`src/rtl/imem_program_loader_if.sv`:
```
// Byte-stream input and instruction-memory write port of the program loader.
//
// Stream handshake: a byte moves on a rising clock edge where in_valid and
// in_ready are both 1. in_valid must not depend on in_ready. in_byte is held
// stable while in_valid is 1 and in_ready is 0.
//
// Memory write: one word is written on each rising edge where wr_en is 1.
// There is no back-pressure from memory.
interface imem_program_loader_if #(
  parameter int ADDR_W = 11
);
  logic [7:0]        in_byte;
  logic              in_valid;
  logic              in_ready;
  logic              wr_en;
  logic [ADDR_W-1:0] wr_addr;
  logic [31:0]       wr_data;

  // The environment side: it supplies the stream and sinks the writes.
  modport master (
    output in_byte,
    output in_valid,
    input  in_ready,
    input  wr_en,
    input  wr_addr,
    input  wr_data
  );

  // The loader side.
  modport slave (
    input  in_byte,
    input  in_valid,
    output in_ready,
    output wr_en,
    output wr_addr,
    output wr_data
  );
endinterface

```
`src/rtl/imem_program_loader.sv`:
```
// Instruction-memory program loader.
// Packs an 8-bit byte stream into 32-bit words, MSB first. It writes the words
// to consecutive addresses starting at 0 and stops after the halt word. It then
// raises cpu_run. If the memory fills without a halt word, the load ends in ERR.
//
// Optional feature: define LOADER_CHECKSUM_EN to keep a running XOR of every
// written word on 'checksum'. Without it, checksum is tied to zero and no
// register is built.
//
// state_dbg exposes the FSM state: 0 IDLE, 1 LOAD, 2 WRITE, 3 DONE, 4 ERR.
module imem_program_loader #(
  parameter int          ADDR_W    = 11,
  parameter int          DATA_W    = 32,            // must be 32: four bytes per word
  parameter logic [31:0] HALT_WORD = 32'hFFFF_FFFF
) (
  input  logic                  clk,
  input  logic                  rst_n,
  input  logic                  start,
  imem_program_loader_if.slave  bus,
  output logic [ADDR_W:0]       word_count,
  output logic                  load_done,
  output logic                  load_err,
  output logic                  cpu_run,
  output logic [31:0]           checksum,
  output logic [2:0]            state_dbg
);

  typedef enum logic [2:0] {
    ST_IDLE  = 3'd0,
    ST_LOAD  = 3'd1,
    ST_WRITE = 3'd2,
    ST_DONE  = 3'd3,
    ST_ERR   = 3'd4
  } state_t;

  state_t            state_q;
  state_t            state_d;

  logic [1:0]        byte_cnt_q;   // bytes already packed into the current word
  logic [ADDR_W-1:0] ptr_q;        // address of the next word to be written
  logic [DATA_W-1:0] shreg_q;      // word under assembly, oldest byte ends up on top
  logic [ADDR_W:0]   wcount_q;     // words written in this load, halt word included

  logic              in_ready_c;
  logic              write_cyc;    // WRITE state: memory strobe is live
  logic              byte_take;    // a byte handshake completes this cycle
  logic              clear_load;   // start accepted: begin a fresh load at address 0
  logic              advance;      // non-final word written, move to the next address
  logic              ptr_last;
  logic              is_halt;

  assign ptr_last = &ptr_q;
  assign is_halt  = (shreg_q == HALT_WORD);

  // State register.
  always_ff @(posedge clk or negedge rst_n) begin
    if (!rst_n) begin
      state_q <= ST_IDLE;
    end else begin
      state_q <= state_d;
    end
  end

  // Next state and per-cycle control strobes.
  always_comb begin
    state_d    = state_q;
    in_ready_c = 1'b0;
    write_cyc  = 1'b0;
    byte_take  = 1'b0;
    clear_load = 1'b0;
    advance    = 1'b0;
    case (state_q)
      ST_IDLE: begin
        // in_ready stays low, so a byte presented alongside start is not taken.
        if (start) begin
          clear_load = 1'b1;
          state_d    = ST_LOAD;
        end
      end
      ST_LOAD: begin
        // start is ignored mid-load. A byte handshake in that cycle still counts.
        in_ready_c = 1'b1;
        if (bus.in_valid) begin
          byte_take = 1'b1;
          if (byte_cnt_q == 2'd3) begin
            state_d = ST_WRITE;
          end
        end
      end
      ST_WRITE: begin
        // Exactly one cycle. This is the bubble between consecutive words.
        write_cyc = 1'b1;
        if (is_halt) begin
          state_d = ST_DONE;
        end else if (ptr_last) begin
          // The pointer never wraps. The top address was the last legal write.
          state_d = ST_ERR;
        end else begin
          advance = 1'b1;
          state_d = ST_LOAD;
        end
      end
      ST_DONE, ST_ERR: begin
        if (start) begin
          clear_load = 1'b1;
          state_d    = ST_LOAD;
        end
      end
      default: begin
        state_d = ST_IDLE;
      end
    endcase
  end

  // Byte packing, word pointer and written-word counter.
  always_ff @(posedge clk or negedge rst_n) begin
    if (!rst_n) begin
      byte_cnt_q <= 2'd0;
      ptr_q      <= '0;
      shreg_q    <= '0;
      wcount_q   <= '0;
    end else if (clear_load) begin
      byte_cnt_q <= 2'd0;
      ptr_q      <= '0;
      shreg_q    <= '0;
      wcount_q   <= '0;
    end else begin
      if (byte_take) begin
        // The 2-bit counter rolls over to 0 on the fourth byte. The next word
        // therefore starts clean without a separate clear.
        shreg_q    <= {shreg_q[DATA_W-9:0], bus.in_byte};
        byte_cnt_q <= byte_cnt_q + 2'd1;
      end
      if (write_cyc) begin
        wcount_q <= wcount_q + 1'b1;
      end
      if (advance) begin
        ptr_q <= ptr_q + 1'b1;
      end
    end
  end

`ifdef LOADER_CHECKSUM_EN
  logic [31:0] checksum_q;

  // Running XOR of every word driven onto the write port in this load.
  always_ff @(posedge clk or negedge rst_n) begin
    if (!rst_n) begin
      checksum_q <= '0;
    end else if (clear_load) begin
      checksum_q <= '0;
    end else if (write_cyc) begin
      checksum_q <= checksum_q ^ shreg_q;
    end
  end

  assign checksum = checksum_q;
`else
  assign checksum = 32'h0;
`endif

  // Outputs are decoded straight from state. Every output is 0 in IDLE. The
  // memory strobe and cpu_run come from disjoint states, so they never overlap.
  assign bus.in_ready = in_ready_c;
  assign bus.wr_en    = write_cyc;
  assign bus.wr_addr  = ptr_q;
  assign bus.wr_data  = shreg_q;
  assign word_count   = wcount_q;
  assign load_done    = (state_q == ST_DONE);
  assign cpu_run      = (state_q == ST_DONE);
  assign load_err     = (state_q == ST_ERR);
  assign state_dbg    = state_q;

  // Invariants of the write port and the pipeline release.
  a_run_excl_wr : assert property (@(posedge clk) disable iff (!rst_n)
                                   bus.wr_en |-> !cpu_run);
  a_wr_in_write : assert property (@(posedge clk) disable iff (!rst_n)
                                   bus.wr_en |-> (state_q == ST_WRITE));
  a_done_err    : assert property (@(posedge clk) disable iff (!rst_n)
                                   !(load_done && load_err));

endmodule

```
`src/flat_wrapper.sv`:
```
// flat-port wrapper written by rule: the top's interface ports become plain ports
module imem_program_loader_flat 
#(
  parameter int          ADDR_W    = 11,
  parameter int          DATA_W    = 32,                                              
  parameter logic [31:0] HALT_WORD = 32'hFFFF_FFFF
)
  (clk, rst_n, start, word_count, load_done, load_err, cpu_run, checksum, state_dbg, bus_in_byte, bus_in_valid, bus_in_ready, bus_wr_en, bus_wr_addr, bus_wr_data);
  imem_program_loader_if #(.ADDR_W(ADDR_W)) bus_i ();
  input  logic clk;
  input  logic rst_n;
  input  logic start;
  output logic [ADDR_W:0] word_count;
  output logic load_done;
  output logic load_err;
  output logic cpu_run;
  output logic [31:0] checksum;
  output logic [2:0] state_dbg;
  input wire logic [$bits(bus_i.in_byte)-1:0] bus_in_byte;
  input wire logic [$bits(bus_i.in_valid)-1:0] bus_in_valid;
  output wire logic [$bits(bus_i.in_ready)-1:0] bus_in_ready;
  output wire logic [$bits(bus_i.wr_en)-1:0] bus_wr_en;
  output wire logic [$bits(bus_i.wr_addr)-1:0] bus_wr_addr;
  output wire logic [$bits(bus_i.wr_data)-1:0] bus_wr_data;
  assign bus_i.in_byte = bus_in_byte;
  assign bus_i.in_valid = bus_in_valid;
  assign bus_in_ready = bus_i.in_ready;
  assign bus_wr_en = bus_i.wr_en;
  assign bus_wr_addr = bus_i.wr_addr;
  assign bus_wr_data = bus_i.wr_data;
  imem_program_loader #(.ADDR_W(ADDR_W), .DATA_W(DATA_W), .HALT_WORD(HALT_WORD)) u_core (.clk(clk), .rst_n(rst_n), .start(start), .bus(bus_i), .word_count(word_count), .load_done(load_done), .load_err(load_err), .cpu_run(cpu_run), .checksum(checksum), .state_dbg(state_dbg));
endmodule
```
`config.mk`:
```
export PLATFORM = sky130hd
export DESIGN_NAME = imem_program_loader_flat
export DESIGN_NICKNAME = d
export VERILOG_FILES = /design/src/rtl/imem_program_loader_if.sv /design/src/rtl/imem_program_loader.sv /design/src/flat_wrapper.sv
export SDC_FILE = /design/constraint.sdc
export NUM_CORES = 1
export LEC_CHECK = 0
export CORE_ASPECT_RATIO = 1.75
export CORE_MARGIN = 3
export CORE_UTILIZATION = 45
export DETAILED_ROUTE_END_ITERATION = 10
export GPL_TIMING_DRIVEN = 0
export HOLD_SLACK_MARGIN = 0.15
export PLACE_DENSITY = 0.8
export SLEW_MARGIN = 20
export SYNTH_ARGS = -nofsm -noshare
export SYNTH_HDL_FRONTEND = slang
export SYNTH_SLANG_ARGS = --single-unit
```
`constraint.sdc`:
```
create_clock -name clk -period 2 [get_ports clk]
set_input_delay 0.2 -clock clk [delete_from_list [all_inputs] [get_ports clk]]
set_output_delay 0.2 -clock clk [all_outputs]
set_load 0.01 [all_outputs]
```
# Word-level counts from Yosys, hierarchy flattened
# Cells that the tools add are included.
# W data, S select, Z words.
[classes]
addsub = 3
n_eq_ne = 9
n_mux = 23
n_reduce_logical = 7
[op_table]
columns = ["cell", "count"]
rows = [
  ["$mux W32", 2],
  ["$eq A32 B32 Y1 const B", 1],
  ["$mux W12", 2],
  ["$mux W11", 2],
  ["$mux W3", 5],
  ["$add A12 B1 Y12 const B", 1],
  ["$add A11 B1 Y11 const B", 1],
  ["$reduce_and A11 Y1", 1],
  ["$mux W1", 9],
  ["$pmux W3 S3", 1],
  ["$eq A3 B2 Y1 const B", 2],
  ["$reduce_bool A2 Y1", 3],
  ["$mux W2", 2],
  ["$ne A2 B1 Y1 const B", 2],
  ["$eq A3 B1 Y1 const B", 1],
  ["$eq A3 B3 Y1 const B", 1],
  ["$logic_not A3 Y1", 1],
  ["$reduce_and A3 Y1", 1],
  ["$reduce_or A3 Y1", 1],
  ["$add A2 B1 Y2 const B", 1],
  ["$eq A2 B2 Y1 const B", 1],
  ["$ne A2 B2 Y1 const B", 1],
]
[totals]
regBits = 60
inputBits = 12

# Depth between registers and ports, before layout
# Gate-level depths: netlist of run 1.
[depth]
word_depth = 6
mapped_depth = 8

# Least setup slack after synthesis of run 1
# OpenSTA, ideal clock, no wires.
[synth_path]
kind = "register to register"
startpoint = "reg u_core.state_q[0] (netlist: u_core.state_dbg[0])"
endpoint = "reg u_core.wcount_q[0] (netlist: u_core.word_count[0])"
setup_ns = 0.132
arrival_time_ns = 1.754
path_slack_ns = 0.114
path_stages_with_launch = 7
n_path_buf = 3
cell_sequence = "dfrtp_1 buf_6 nor3b_1 o21a_1 clkbuf_1 clkbuf_1 nor2_1"
[synth_via]
elab_chain_len = 4
word_cells_on_any_way = 9
[synth_rtl]
columns = ["item", "line_no", "text"]
rows = [
  ["start, declared", "imem_program_loader.sv:36", "state_t state_q;"],
  ["start signal, assigned", "imem_program_loader.sv:60", "state_q <= state_d;"],
  ["$eq A3 B2 Y1 *", "n/a", ""],
  ["via cpu_run", "flat_wrapper.sv:16", "output logic cpu_run;"],
  ["$reduce_or A3 Y1 (no line) *", "n/a", ""],
  ["$mux W1 *", "n/a", ""],
  ["$mux W12 or $reduce_bool A2 Y1 (tied branches)", "n/a", ""],
  ["end signal, assigned", "imem_program_loader.sv:135", "wcount_q <= wcount_q + 1'b1;"],
  ["end, declared", "imem_program_loader.sv:42", "logic [ADDR_W:0] wcount_q;"],
]
# The timed path passes the listed nets; every way through them passes the cells marked *.
# A chain may end at the register's enable or synchronous reset.

# Worst setup path in the final report of run 1
[layout_path]
startpoint = "reg u_core.state_q[0] (netlist: u_core.state_dbg[0])"
endpoint = "reg u_core.ptr_q[8] (netlist: u_core.bus.wr_addr[8])"
[layout_via]
elab_chain_len = 4
word_cells_on_any_way = 9
[layout_rtl]
columns = ["item", "line_no", "text"]
rows = [
  ["$eq A3 B3 Y1 (tied with other cells)", "imem_program_loader.sv:72", "case (state_q)"],
  ["$reduce_or A3 Y1 (no line)", "n/a", ""],
  ["$mux W1", "n/a", ""],
  ["$mux W11 or $reduce_bool A2 Y1 (tied branches)", "n/a", ""],
  ["end signal, assigned", "imem_program_loader.sv:138", "ptr_q <= ptr_q + 1'b1;"],
  ["end, declared", "imem_program_loader.sv:40", "logic [ADDR_W-1:0] ptr_q;"],
]
# Several ways; a longest one is shown, not always the timed one.

==> impl_metrics.csv, run 1 <==
group,metric,value,unit
status,status,"completed",
power_and_ir_drop,leakage,0.00195,uW
sta,slew_viol_final,0,
finish,fin_area,0.00442,mm2
route,routedWlPerCell,14.7,um
floorplanning,core,0.00654,mm2
yosys,synth_ff_type,"dfrtp_1",
finish,post-route-util,67.6,%
sta,setup_viol,0,
grt,grt_pass1_vias,2759,
worst_setup_path,crit_buf_inv,2,
grt,grtUsageTotal,21.5,%
worst_setup_path,arrival,2230,ps
power_and_ir_drop,powerDensity,1170,mW/mm2
sta,period_needed,1980,ps
yosys,async_reset_ff_share,100,%
finish,syn_to_final_growth,44.7,%
finish,n_antenna_cell,0,
route,initialDrtViolationCount,136,
clock_tree,clkTransAtPathRegs,50,ps
floorplanning,die_x,68.3,um
finish,layout-drive-gt1-share,18.1,%
clock_tree,clock_path_buffers,2,
worst_setup_path,path_class,"reg -> reg",
hold_path,hold_path_class,"in -> async",
worst_setup_path,path_cells,"buf_6, or3b_4, buf_6, nor2_4, nand4_1, or4_4, a21oi_2",
route,wl_met2,4510,um
worst_setup_path,worstSetupEndpointType,"flip-flop",
floorplanning,die_h,115,um
route,drtPass1Iterations,4,
yosys,synth_area,0.00305,mm2
worst_setup_path,crit_top_cell,"buf_6",
clock_tree,cts-htree-levels,3,
sta,slew_headroom,66.1,%
worst_setup_path,setup.worst_path.start_class,"flip-flop",
floorplanning,die-area,0.00785,mm2
yosys,ys_warn_count,0,
sta,finalClockSkew,4.31,ps
yosys,syn_area_per_cell,8.96,um2
clock_tree,cts_tree,"built",
sta,rsz0062_at_grt,"true",
sta,hold_viol_final,0,
yosys,syn_inst,341,
route,wl_met3,509,um
placement,place_congestion,0.898,
clock_tree,cts_buffers,9,
route,viasPerCell,5.14,
yosys,ys_seq_area_share,49.2,%
route,num_vias,2809,
floorplanning,num_rows,39,
flow_run,drv_cap,0,
finish,nNetsFinal,475,
placement,dpl_cell_area,0.00403,mm2
worst_setup_path,critPathMaxFanout,9,
route,dr.max_layer_used,"met4",
worst_setup_path,required,2250,ps
grt,grt_overflow,0,
sta,worst_slew_pin_slew,504,ps
sta,final.period_utilization,98.8,%
grt,antenna_found_initial,0,
route,ant_nets,0,
placement,place_hpwl,5900,um
worst_setup_path,crit_family,"simple AND/OR/NAND/NOR gates",
floorplanning,pin_count,107,
clock_tree,cts_root_buffer,"clkbuf_16",
clock_tree,clkSinkCount,60,
sta,max_freq,506,MHz
power_and_ir_drop,peakVddDrop,0.000683,V
yosys,synth_cell_types,41,
route,wl_met1,2830,um
clock_tree,clkLatencyLatePin,330,ps
yosys,ys_seq_elements,60,
grt,grt_max_degree,43,
placement,port_buffers,74,
route,route.detailed.drc,0,
grt,grt_pass1_wl,12700,um
floorplanning,start_util,46.7,%
worst_setup_path,critical-path-max-stage-delay,440,ps
worst_setup_path,slowest_stage,"or4_4",
yosys,synth-edff-count,0,
route,routed_wl,8010,um
final cells by class:
type	count	area, um2
fill	537	2120
tap	82	103
sequential	60	1500
multi-input combinational	258	1390
clock inverter	5	52.6
clock buffer	10	239
timing repair buffer	77	771
buffer	51	350
inverter	3	11.3
logic make-up (layout without fill, tap and decap cells):
| group | count (synthesis) | count (layout) | share of synthesized area, % |
|---|---|---|---|
| other | 1 | 32 | 0.123 |
| XOR/XNOR | 12 | 12 | 3.44 |
| AO/OA/AOI/OAI | 62 | 62 | 11.3 |
| flip-flops | 60 | 60 | 49.2 |
| adder cells (fa/ha/maj) | 3 | 3 | 1.23 |
| AND/OR/NAND/NOR | 148 | 148 | 23.0 |
| multiplexers | 1 | 1 | 0.328 |
| buffers and inverters | 54 | 146 | 11.4 |
metrics by stage:
| stage | worst slack, ps | cells | hold slack [ps] | total power [uW] | TNS [ps] |
|---|---|---|---|---|---|
| 3_5_place_dp | -176 | 529 | 97.4 | 3660 | -4230 |
| 2_1_floorplan | 114 | 372 | -95.6 | 2680 | 0 |
| 6_report | 24.2 | 546 | 296 | 5190 | 0 |
| 5_1_grt | -43.8 | 546 | 323 | 5480 | -197 |
| 3_3_place_gp | -1130 | 528 | 494 | 3610 | -69720 |
| 4_1_cts | 10.4 | 545 | 305 | 5190 | 0 |
registers in the layout, indices dropped and copies added (netlist names):
signal,flops
u_core.bus.wr_addr,11
u_core.word_count,12
u_core.state_dbg,3
u_core.bus.wr_data,32
u_core.byte_cnt_q,2
power by group:
group | leakage (uW) | total [uW] | switching [uW] | internal, uW
Combinational | 0.000995 | 1780 | 877 | 907
Clock | 0.000144 | 1500 | 522 | 982
Sequential | 0.000806 | 1900 | 356 | 1540
layout by cell type (no fill, tap or decap), drive strengths merged, types with 2 or more instances in the layout:
cell           synthesis  final
or4                    3      3
o211ai                 2      2
ha                     3      3
clkdlybuf4s50          0     72
nand3                  7      7
clkinv                 0      3
xnor2                  5      5
inv                    3      3
conb                   1     32
nor3                   3      3
xor2                   7      7
or2                    2      2
o31ai                  6      6
nor3b                  2      2
nor4                   2      2
nand2                 83     83
nor2                  17     17
o21ai                  5      5
buf                   36     40
nand4                 13     13
and3                   3      3
a21oi                 44     44
dfrtp                 60     60
clkbuf                15     25
or3                    5      5
worst paths after layout:
check                                      startpoint                     end  slack (ps)  depth (start not counted)
worst max register to register    u_core.state_dbg[0]   u_core.bus.wr_addr[8]          20                          7
worst min-delay path                            rst_n     u_core.state_dbg[0]         300                          2
worst max-delay path              u_core.state_dbg[0]   u_core.bus.wr_addr[8]          20                          7
min in group clk                       bus_in_byte[2]   u_core.bus.wr_data[2]         420                          3
max in group asynchronous                       rst_n  u_core.bus.wr_data[27]        1210                          3
worst min register to register  u_core.word_count[11]   u_core.word_count[11]         540                          2
cells in the mapped netlist (5+ instances only):
master    number  area share (%)
nand2_1       83              10
dfrtp_1       60              49
a21oi_1       44             7.2
buf_4         33             8.1
nor2_1        16             2.0
clkbuf_1      15             1.8
nand4_1       13             2.7
xor2_1         7             2.0
nand3_1        6            0.98
o31ai_1        6             1.5
o21ai_0        5            0.82
or3_1          5             1.0
xnor2_1        5             1.4
timing repair:
item	CTS	global route
pin swaps	0	1
endpoints found under the hold margin	60	0
buffers inserted	0	1
resized for setup	5	33
cloned	0	0
hold buffers	1	0
setup endpoints to repair	58	57
metal layers:
metal	up-vias	track usage [%]
met5	-	0
met1	1356	22.2
met4	0	10.5
li1	1331	-
met2	106	38.4
met3	16	5.67
(Power assumes the default switching activity.)
==> run 2, diff against run 1 <==
HOLD_SLACK_MARGIN = 0.08   (was 0.15)
==> results of run 2 <==
No change in the layout: final DEF, timing and power equal those of run 1.
